[config.mk]
export PLATFORM = sky130hd
export DESIGN_NAME = dataload_seq_ctrl_flat
export DESIGN_NICKNAME = d
export VERILOG_FILES = /design/src/rtl/dataload_seq_ctrl_pkg.sv /design/src/rtl/dataload_seq_ctrl_if.sv /design/src/rtl/dataload_seq_ctrl.sv /design/src/flat_wrapper.sv
export SDC_FILE = /design/constraint.sdc
export NUM_CORES = 1
export LEC_CHECK = 0
export ABC_AREA = 1
export CORE_MARGIN = 2
export CORE_UTILIZATION = 42
export DETAILED_ROUTE_END_ITERATION = 16
export GPL_TIMING_DRIVEN = 0
export HOLD_SLACK_MARGIN = 0.05
export PLACE_DENSITY_LB_ADDON = 0.1
export SLEW_MARGIN = 10
export SYNTH_ARGS = -nofsm -noshare
export SYNTH_HDL_FRONTEND = slang
export SYNTH_SLANG_ARGS = --single-unit
[constraint.sdc]
create_clock -name clk -period 2.05 [get_ports clk]
set_input_delay 0.5125 -clock clk [delete_from_list [all_inputs] [get_ports clk]]
set_output_delay 0.5125 -clock clk [all_outputs]
set_load 0.1 [all_outputs]
[src/rtl/dataload_seq_ctrl_pkg.sv]
`default_nettype none
// +------------------------------------------------------------------+
// | Module : dataload_seq_ctrl_pkg                                   |
// | Shared state encoding and load-type constants for the sequencer.  |
// | Rev    : 1.0                                                     |
// +------------------------------------------------------------------+
package dataload_seq_ctrl_pkg;

    typedef enum logic [2:0] {
        IDLE   = 3'd0,
        LOAD_W = 3'd1,
        LOAD_I = 3'd2,
        WAIT_V = 3'd3,
        FIRE   = 3'd4,
        WAIT_D = 3'd5,
        FIN    = 3'd6
    } state_t;

    localparam logic LOAD_TYPE_WEIGHT = 1'b0;
    localparam logic LOAD_TYPE_INPUT  = 1'b1;

    function automatic int max_int(input int a, input int b);
        return (a > b) ? a : b;
    endfunction

endpackage
`default_nettype wire

[src/rtl/dataload_seq_ctrl_if.sv]
`default_nettype none
// +------------------------------------------------------------------+
// | Module : dataload_seq_ctrl_if                                    |
// | Job control, source stream and dataload/compute handshake bundle. |
// | Rev    : 1.0                                                     |
// +------------------------------------------------------------------+
interface dataload_seq_ctrl_if #(
    parameter int DATA_W = 32,
    parameter int TILE_W = 8
);
    logic              start_i;
    logic [TILE_W-1:0] num_tiles_i;
    logic              abort_i;
    logic              src_valid_i;
    logic [DATA_W-1:0] src_data_i;
    logic              src_ready_o;
    logic [DATA_W-1:0] load_data_o;
    logic              load_en_o;
    logic              load_type_o;
    logic              weight_valid_i;
    logic              input_valid_i;
    logic              compute_start_o;
    logic              compute_done_i;
    logic [TILE_W-1:0] tile_idx_o;
    logic              busy_o;
    logic              done_o;

    // Controller side
    modport slave (
        input  start_i, num_tiles_i, abort_i, src_valid_i, src_data_i,
               weight_valid_i, input_valid_i, compute_done_i,
        output src_ready_o, load_data_o, load_en_o, load_type_o,
               compute_start_o, tile_idx_o, busy_o, done_o
    );

    // Environment side: job owner, source FIFO, dataload and compute
    modport master (
        output start_i, num_tiles_i, abort_i, src_valid_i, src_data_i,
               weight_valid_i, input_valid_i, compute_done_i,
        input  src_ready_o, load_data_o, load_en_o, load_type_o,
               compute_start_o, tile_idx_o, busy_o, done_o
    );
endinterface
`default_nettype wire

[src/rtl/dataload_seq_ctrl.sv]
`default_nettype none
// +------------------------------------------------------------------+
// | Module : dataload_seq_ctrl                                       |
// | Streams weight then input words per tile into dataload, fires     |
// | compute, and repeats for the programmed tile count.               |
// | Rev    : 1.0                                                     |
// +------------------------------------------------------------------+
module dataload_seq_ctrl
    import dataload_seq_ctrl_pkg::*;
#(
    parameter int DATA_W   = 32,
    parameter int W_WORDS  = 1,
    parameter int IN_WORDS = 8,
    parameter int TILE_W   = 8
) (
    input  logic                 clk,
    input  logic                 rst_n,
    dataload_seq_ctrl_if.slave   bus
);

    localparam int c_CNT_W = $clog2(max_int(W_WORDS, IN_WORDS)) + 1;
    localparam logic [c_CNT_W-1:0] c_W_LAST  = c_CNT_W'(W_WORDS - 1);
    localparam logic [c_CNT_W-1:0] c_IN_LAST = c_CNT_W'(IN_WORDS - 1);
    localparam logic [TILE_W-1:0]  c_TILE_ONE = TILE_W'(1);

    state_t              r_state;
    state_t              w_state_nxt;
    logic [c_CNT_W-1:0]  r_word_cnt;
    logic [c_CNT_W-1:0]  w_word_cnt_nxt;
    logic [TILE_W-1:0]   r_tile_idx;
    logic [TILE_W-1:0]   w_tile_idx_nxt;
    logic [TILE_W-1:0]   r_num_tiles;
    logic [TILE_W-1:0]   w_num_tiles_nxt;
    logic                r_done_zero;
    logic                w_done_zero_nxt;
    logic                w_ready;
    logic                w_xfer;
    logic [DATA_W-1:0]   w_load_data;

    assign w_ready     = (r_state == LOAD_W) || (r_state == LOAD_I);
    assign w_xfer      = bus.src_valid_i && w_ready;
    assign w_load_data = bus.src_data_i;

    always_ff @(posedge clk or negedge rst_n) begin
        if (!rst_n) begin
            r_state     <= IDLE;
            r_word_cnt  <= '0;
            r_tile_idx  <= '0;
            r_num_tiles <= '0;
            r_done_zero <= 1'b0;
        end else begin
            r_state     <= w_state_nxt;
            r_word_cnt  <= w_word_cnt_nxt;
            r_tile_idx  <= w_tile_idx_nxt;
            r_num_tiles <= w_num_tiles_nxt;
            r_done_zero <= w_done_zero_nxt;
        end
    end

    always_comb begin
        w_state_nxt     = r_state;
        w_word_cnt_nxt  = r_word_cnt;
        w_tile_idx_nxt  = r_tile_idx;
        w_num_tiles_nxt = r_num_tiles;
        w_done_zero_nxt = 1'b0;

        case (r_state)
            IDLE: begin
                if (bus.start_i) begin
                    // An empty job still owes its requester a done pulse
                    if (bus.num_tiles_i == '0) begin
                        w_done_zero_nxt = 1'b1;
                    end else begin
                        w_num_tiles_nxt = bus.num_tiles_i;
                        w_tile_idx_nxt  = '0;
                        w_word_cnt_nxt  = '0;
                        w_state_nxt     = LOAD_W;
                    end
                end
            end
            LOAD_W: begin
                if (w_xfer) begin
                    if (r_word_cnt == c_W_LAST) begin
                        w_word_cnt_nxt = '0;
                        w_state_nxt    = LOAD_I;
                    end else begin
                        w_word_cnt_nxt = r_word_cnt + 1'b1;
                    end
                end
            end
            LOAD_I: begin
                if (w_xfer) begin
                    if (r_word_cnt == c_IN_LAST) begin
                        w_word_cnt_nxt = '0;
                        w_state_nxt    = WAIT_V;
                    end else begin
                        w_word_cnt_nxt = r_word_cnt + 1'b1;
                    end
                end
            end
            WAIT_V: begin
                if (bus.weight_valid_i && bus.input_valid_i) begin
                    w_state_nxt = FIRE;
                end
            end
            FIRE: begin
                w_state_nxt = WAIT_D;
            end
            WAIT_D: begin
                if (bus.compute_done_i) begin
                    if (r_tile_idx == (r_num_tiles - c_TILE_ONE)) begin
                        w_state_nxt = FIN;
                    end else begin
                        w_tile_idx_nxt = r_tile_idx + c_TILE_ONE;
                        w_state_nxt    = LOAD_W;
                    end
                end
            end
            FIN: begin
                w_state_nxt = IDLE;
            end
            default: begin
                w_state_nxt = IDLE;
            end
        endcase

        // Abort overrides every transition, including the zero-tile done
        if (bus.abort_i) begin
            w_state_nxt     = IDLE;
            w_word_cnt_nxt  = '0;
            w_tile_idx_nxt  = '0;
            w_num_tiles_nxt = '0;
            w_done_zero_nxt = 1'b0;
        end
    end

    assign bus.src_ready_o     = w_ready;
    assign bus.load_data_o     = w_load_data;
    assign bus.load_en_o       = w_xfer;
    assign bus.load_type_o     = (r_state == LOAD_I) ? LOAD_TYPE_INPUT : LOAD_TYPE_WEIGHT;
    assign bus.compute_start_o = (r_state == FIRE);
    assign bus.tile_idx_o      = r_tile_idx;
    assign bus.busy_o          = (r_state != IDLE);
    assign bus.done_o          = (r_state == FIN) || r_done_zero;

endmodule
`default_nettype wire

[src/flat_wrapper.sv]
// flat-port wrapper written by rule: the top's interface ports become plain ports
module dataload_seq_ctrl_flat import dataload_seq_ctrl_pkg::*;
#(
    parameter int DATA_W   = 32,
    parameter int W_WORDS  = 1,
    parameter int IN_WORDS = 8,
    parameter int TILE_W   = 8
)
  (clk, rst_n, bus_start_i, bus_num_tiles_i, bus_abort_i, bus_src_valid_i, bus_src_data_i, bus_weight_valid_i, bus_input_valid_i, bus_compute_done_i, bus_src_ready_o, bus_load_data_o, bus_load_en_o, bus_load_type_o, bus_compute_start_o, bus_tile_idx_o, bus_busy_o, bus_done_o);
  dataload_seq_ctrl_if #(.DATA_W(DATA_W), .TILE_W(TILE_W)) bus_i ();
  input  logic clk;
  input  logic rst_n;
  input wire logic [$bits(bus_i.start_i)-1:0] bus_start_i;
  input wire logic [$bits(bus_i.num_tiles_i)-1:0] bus_num_tiles_i;
  input wire logic [$bits(bus_i.abort_i)-1:0] bus_abort_i;
  input wire logic [$bits(bus_i.src_valid_i)-1:0] bus_src_valid_i;
  input wire logic [$bits(bus_i.src_data_i)-1:0] bus_src_data_i;
  input wire logic [$bits(bus_i.weight_valid_i)-1:0] bus_weight_valid_i;
  input wire logic [$bits(bus_i.input_valid_i)-1:0] bus_input_valid_i;
  input wire logic [$bits(bus_i.compute_done_i)-1:0] bus_compute_done_i;
  output wire logic [$bits(bus_i.src_ready_o)-1:0] bus_src_ready_o;
  output wire logic [$bits(bus_i.load_data_o)-1:0] bus_load_data_o;
  output wire logic [$bits(bus_i.load_en_o)-1:0] bus_load_en_o;
  output wire logic [$bits(bus_i.load_type_o)-1:0] bus_load_type_o;
  output wire logic [$bits(bus_i.compute_start_o)-1:0] bus_compute_start_o;
  output wire logic [$bits(bus_i.tile_idx_o)-1:0] bus_tile_idx_o;
  output wire logic [$bits(bus_i.busy_o)-1:0] bus_busy_o;
  output wire logic [$bits(bus_i.done_o)-1:0] bus_done_o;
  assign bus_i.start_i = bus_start_i;
  assign bus_i.num_tiles_i = bus_num_tiles_i;
  assign bus_i.abort_i = bus_abort_i;
  assign bus_i.src_valid_i = bus_src_valid_i;
  assign bus_i.src_data_i = bus_src_data_i;
  assign bus_i.weight_valid_i = bus_weight_valid_i;
  assign bus_i.input_valid_i = bus_input_valid_i;
  assign bus_i.compute_done_i = bus_compute_done_i;
  assign bus_src_ready_o = bus_i.src_ready_o;
  assign bus_load_data_o = bus_i.load_data_o;
  assign bus_load_en_o = bus_i.load_en_o;
  assign bus_load_type_o = bus_i.load_type_o;
  assign bus_compute_start_o = bus_i.compute_start_o;
  assign bus_tile_idx_o = bus_i.tile_idx_o;
  assign bus_busy_o = bus_i.busy_o;
  assign bus_done_o = bus_i.done_o;
  dataload_seq_ctrl #(.DATA_W(DATA_W), .W_WORDS(W_WORDS), .IN_WORDS(IN_WORDS), .TILE_W(TILE_W)) u_core (.clk(clk), .rst_n(rst_n), .bus(bus_i));
endmodule
=== Yosys cells after proc, flatten, opt, wreduce, memory -nomap -nowiden ===
Cells that the tools add are included.

* $add $sub $neg: 3
* Equality and inequality tests: 18
* Multiplexer cells: 34
* Reductions and logical operators: 16

{| class="wikitable"
|+ Operators with widths
! cell !! number
|-
| $mux 8 || 9
|-
| $mux 3 || 10
|-
| $mux 4 || 7
|-
| $ne 3x3->1 const B || 8
|-
| $pmux 3 s6 || 1
|-
| $pmux 8 s2 || 1
|-
| $pmux 4 s3 || 1
|-
| $reduce_and 5->1 || 2
|-
| $eq 3x3->1 const B || 3
|-
| $add 8x1->8 const B || 1
|-
| $eq 8x8->1 || 1
|-
| $logic_not 8->1 || 1
|-
| $reduce_and 8->1 || 1
|-
| $sub 8x1->8 const B || 1
|-
| $eq 3x2->1 const B || 2
|-
| $reduce_bool 3->1 || 2
|-
| $mux 1 || 5
|-
| $add 4x1->4 const B || 1
|-
| $eq 4x3->1 const B || 1
|-
| $logic_not 4->1 || 1
|-
| $reduce_bool 2->1 || 2
|-
| $reduce_bool 4->1 || 1
|-
| $eq 3x1->1 const B || 1
|-
| $logic_not 3->1 || 1
|-
| other kinds (5) || 7
|}

* Register bits: 24
* Logic and storage cells: 76

=== Longest topological paths before layout ===
* Word-level depth: 6
* Mapped depth: 13

=== Worst setup path after synthesis ===
No wires, ideal clock.

* Path type: register -> output
* Start point: register u_core.r_state[0]
* End point: output bus_load_en_o
* Arrival time: 2803 ps
* Data required time: 1537 ps
* Path slack: -1265 ps
* Cell stages (with the launch flop): 6
* Buffers on the path: 0
* Cells stage by stage: dfrtp_1 -> inv_2 -> nand3_1 -> nand2_1 -> inv_1 -> nor2_1

* Cells in the longest elaborated chain, start to end: 3

{| class="wikitable"
|+ Ends and longest elaborated chain
! element !! line !! source
|-
| start: declaration || dataload_seq_ctrl.sv:26 || <nowiki>state_t r_state;</nowiki>
|-
| start signal: assignment || dataload_seq_ctrl.sv:52 || <nowiki>r_state <= w_state_nxt;</nowiki>
|-
| $eq 3x1->1 or $eq 3x2->1 (tied branches) || dataload_seq_ctrl.sv:40 || <nowiki>assign w_ready = (r_state == LOAD_W) || (r_state == LOAD_I);</nowiki>
|-
| $logic_or 1x1->1 (*) || dataload_seq_ctrl.sv:40 ||
|-
| via bus_src_ready_o || flat_wrapper.sv:21 || <nowiki>output wire logic [$bits(bus_i.src_ready_o)-1:0] bus_src_ready_o;</nowiki>
|-
| $logic_and 1x1->1 (*) || dataload_seq_ctrl.sv:41 || <nowiki>assign w_xfer = bus.src_valid_i && w_ready;</nowiki>
|-
| end: declaration || flat_wrapper.sv:23 || <nowiki>output wire logic [$bits(bus_i.load_en_o)-1:0] bus_load_en_o;</nowiki>
|}

Mark *: on every way through the listed nets, which the timed path passes. The rest lies on a longest branch.

=== Worst setup path in the final report ===
* Start point: register u_core.r_state[1]
* End point: output bus_done_o

* Cells in the longest elaborated chain, start to end: 2

{| class="wikitable"
|+ Ends and longest elaborated chain
! element !! line !! source
|-
| $eq 3x3->1 || dataload_seq_ctrl.sv:144 || <nowiki>assign bus.done_o = (r_state == FIN) || r_done_zero;</nowiki>
|-
| $logic_or 1x1->1 || dataload_seq_ctrl.sv:144 ||
|-
| end: declaration || flat_wrapper.sv:28 || <nowiki>output wire logic [$bits(bus_i.done_o)-1:0] bus_done_o;</nowiki>
|}

No other way between the ends.

==> metrics.md <==
| Metric | Value |
|---|---|
| Status | finished clean |
| WS Path Type | reg -> out |
| Worst Slack Setup Final | 0.0510 ns |
| Htree depth | 1 |
| Area growth from synthesis to layout | 38.9% |
| Vias per inst | 4.73 |
| Synthesized instance count | around 290 |
| Post-synth EDFFs | 0 |
| Slew Limit Fails | 0 |
| Synthesized netlist net count | 340 |
| Syn Area/Cell | slightly above 7 µm² |
| Synth warnings | 0 |
| TritonCTS buffer count | 3 |
| Sequential cell area fraction in the yosys report | 29.3% |
| Clock edge transition at the registers on the reported setup and hold paths | 0.09 ns |
| PD cells | 989 nW/µm² |
| Unique masters post-synth | 34 |
| N_diodes | 0 |
| GRT Overall Usage | 18.4% |
| Worst Setup Start Kind | flip-flop |
| Via count | ~2000 |
| Asr flop ratio synth | 100% |
| Crit-path max FO | 5 |
| Die Width | 73.9 µm |
| NumNets Final | just over 400 |
| Max Freq | ~500 MHz |
| Avg WL per Cell | ~11 µm |
| Cell Area, Synth | just over 2000 µm² |
| Worst path bufs/invs | 1 |
| Max cap viols | 0 |
| Final ANT Viol Nets | 0 |
| Crit. Startpoint | u_core.r_state[1] |
| Pre-Repair DR Iteration Count | 4 |
| Rows | 25 |
| Leading area contributor after synthesis | dfrtp_1 |
| Layout Utilization | 60.3% |
| # clock sinks | 24 |
| Detailed placer's ending HPWL | 3.86 mm |
| Top cells by area, synth | dfrtp_1 29%, nand2_1 13%, buf_4 12% |
| Area of the core | 4720 µm² |
| Fill cells | 458 |
| Worst Hold Class | in -> async |
| GRT overflow | 0 |
| Global-route wire length before repair | 8.07 mm |
| Setup crit end kind | output port |
| Period utilization | 97.5% |
| Vias in the first global route | 1860 |
| Worst slew pin tran | between 0.9 and 1 ns |
| Yosys top cell area share | 29.3% |
| DRT iter0 DRCs | 83 |
| Setup Viol. Count Final | 0 |
| Fin cells | 424 |
| Clock Skew | around 0.0021 ns |
| CP Data Required Time | 1.54 ns |
| Slowest stage delay, CP | roughly 0.55 ns |
| Hold_ws | 0.230 ns |
| Dpl cells | 416 |
| Initial antenna violation count | 0 |
| Routed wire length | 4.87 mm |
| Pin count of the biggest net entering global routing | 25 |
| Primary FF master, synth | dfrtp_1 |
| Die area | 5450 µm² |
| Pwr Total | roughly 2.8 mW |
| Critical-path cell list | nand2_1 -> o21bai_2 -> clkdlybuf4s18_2 |
| Clock buffer depth | 2 |
| Starting density of the core | 43.4% |
| Worst path depth | 3 |
| CP endpoint | bus_done_o |
| Final min period | 2.00 ns |
| Fraction of layout cells with a size suffix above 1 | 26.6% |
| GPL Wtd Cong | 0.862 |
| Flops & latches, synth | 24 |
| CTS tree | done |
| IO buf count | 61 |
| Leakage Power | 1.42 nW |
| Residual DRC count | 0 |
| Worst VDD drop | 0.00108 V |
| DIE HEIGHT | 73.9 µm |
| Slowest-stage cell, CP | clkdlybuf4s18_2 |
| Setup TNS | 0 ns |
| # hold bufs at CTS | 0 |
| Delay-heaviest family, CP | buffers and inverters |
| Critical R2R Launch | u_core.r_num_tiles[0] |
| Most common cell in the synthesized netlist | nand2_1 |
| Worst slew margin | a little over a third |
| Flop2flop setup slack | 0.17 ns |
| Most frequent cells after synthesis | 71 x nand2_1, 32 x buf_4, 29 x nand3_1 |
| Reg2Reg Depth | 13 |
| CTS root buffer | clkbuf_8 |
| Placed instance area | approximately 2800 µm² |
| Clock Latency Late Sink | 0.26 ns |
| Final Hold Violating Endpoints | 0 |
| Crit path DAT | 1.49 ns |
| Crit Reg-Reg Endpoint | u_core.r_state[0] |
| Design Area, Final | 2850 µm² |
| I/O Pins | 94 |
| Pre-CTS WS | -0.742 ns |
## power by group
group          internal (mW)  leakage [nW]  switching (mW)
sequential             0.563         0.318           0.126
combinational          0.566          1.08            1.27
clock                  0.139        0.0228           0.152
## sequential cells by signal, summed over array words and instances (netlist names)
register / cells
u_core.bus.tile_idx_o: 8
u_core.r_done_zero: 1
u_core.r_num_tiles: 8
u_core.r_state: 3
u_core.r_word_cnt: 4
## worst reg2reg max path: cells and delay by family, from the launching register on
kind          cells  cell delay (ns)
simple gates     11             1.04
flops             1             0.41
fa+ha+maj         1             0.24
buf+inv           1             0.11
## cell families after synthesis
logic type	Yosys count	share of synthesized area, %
fa+ha+maj	4	2.44
flops	24	29.3
xor+xnor	9	3.85
compound gates	22	7.02
buf+inv	67	18.7
simple gates	162	38.7
## worst min-delay path by stage
stage / to / cells past startpoint / startpoint
3_5_place_dp: u_core.r_num_tiles[1] / 2 / u_core.r_num_tiles[1]
6_report: u_core.r_word_cnt[0] / 1 / rst_n
3_3_place_gp: u_core.r_num_tiles[7] / 2 / u_core.r_num_tiles[7]
5_1_grt: u_core.r_word_cnt[1] / 1 / rst_n
2_1_floorplan: u_core.bus.tile_idx_o[0] / 0 / rst_n
4_1_cts: u_core.r_num_tiles[1] / 2 / u_core.r_num_tiles[1]
## repair_timing
| item | CTS | global route |
|---|---|---|
| gates resized for setup | 88 | 16 |
| setup buffers | 0 | 4 |
| pin swaps | 0 | 1 |
| gates cloned | 0 | 0 |
| endpoints found under the setup margin | 50 | 14 |
## placed cells by master (no fill, tap or decap), types with 3 or more instances in the layout
master,instances
a21oi_1,3
buf_2,5
buf_4,38
clkbuf_8,3
clkdlybuf4s15_2,7
clkdlybuf4s50_1,14
dfrtp_1,20
dfrtp_2,4
dlygate4sd2_1,33
ha_1,3
inv_1,25
inv_2,3
inv_4,3
nand2_1,70
nand3_1,27
nand3_2,6
nand4_1,6
nor2_1,24
nor2_4,4
nor3_1,7
o21ai_0,5
o21ai_1,7
xnor2_1,4
xor2_1,5
## layer usage
| metal | vias up | wire, µm | GRT usage (%) |
|---|---|---|---|
| li1 | 1033 | - | - |
| met1 | 910 | 2270 | 25.1 |
| met2 | 62 | 2400 | 31.4 |
| met3 | 0 | 198 | 2.19 |
| met4 | 0 | 0 | 3.64 |
| met5 | - | 0 | 0 |
## cell type report
cell class / count / area [µm²] / share of cell area, %
Buffer: 36 / 273 / 9.58
Clock buffer: 4 / 45.0 / 1.58
Inverter: 31 / 124 / 4.35
Multi-Input combinational cell: 197 / 1120 / 39.3
Sequential cell: 24 / 606 / 21.3
Tap cell: 67 / 83.8 / 2.95
Timing Repair Buffer: 65 / 598 / 21.0
(Power assumes the default switching activity.)
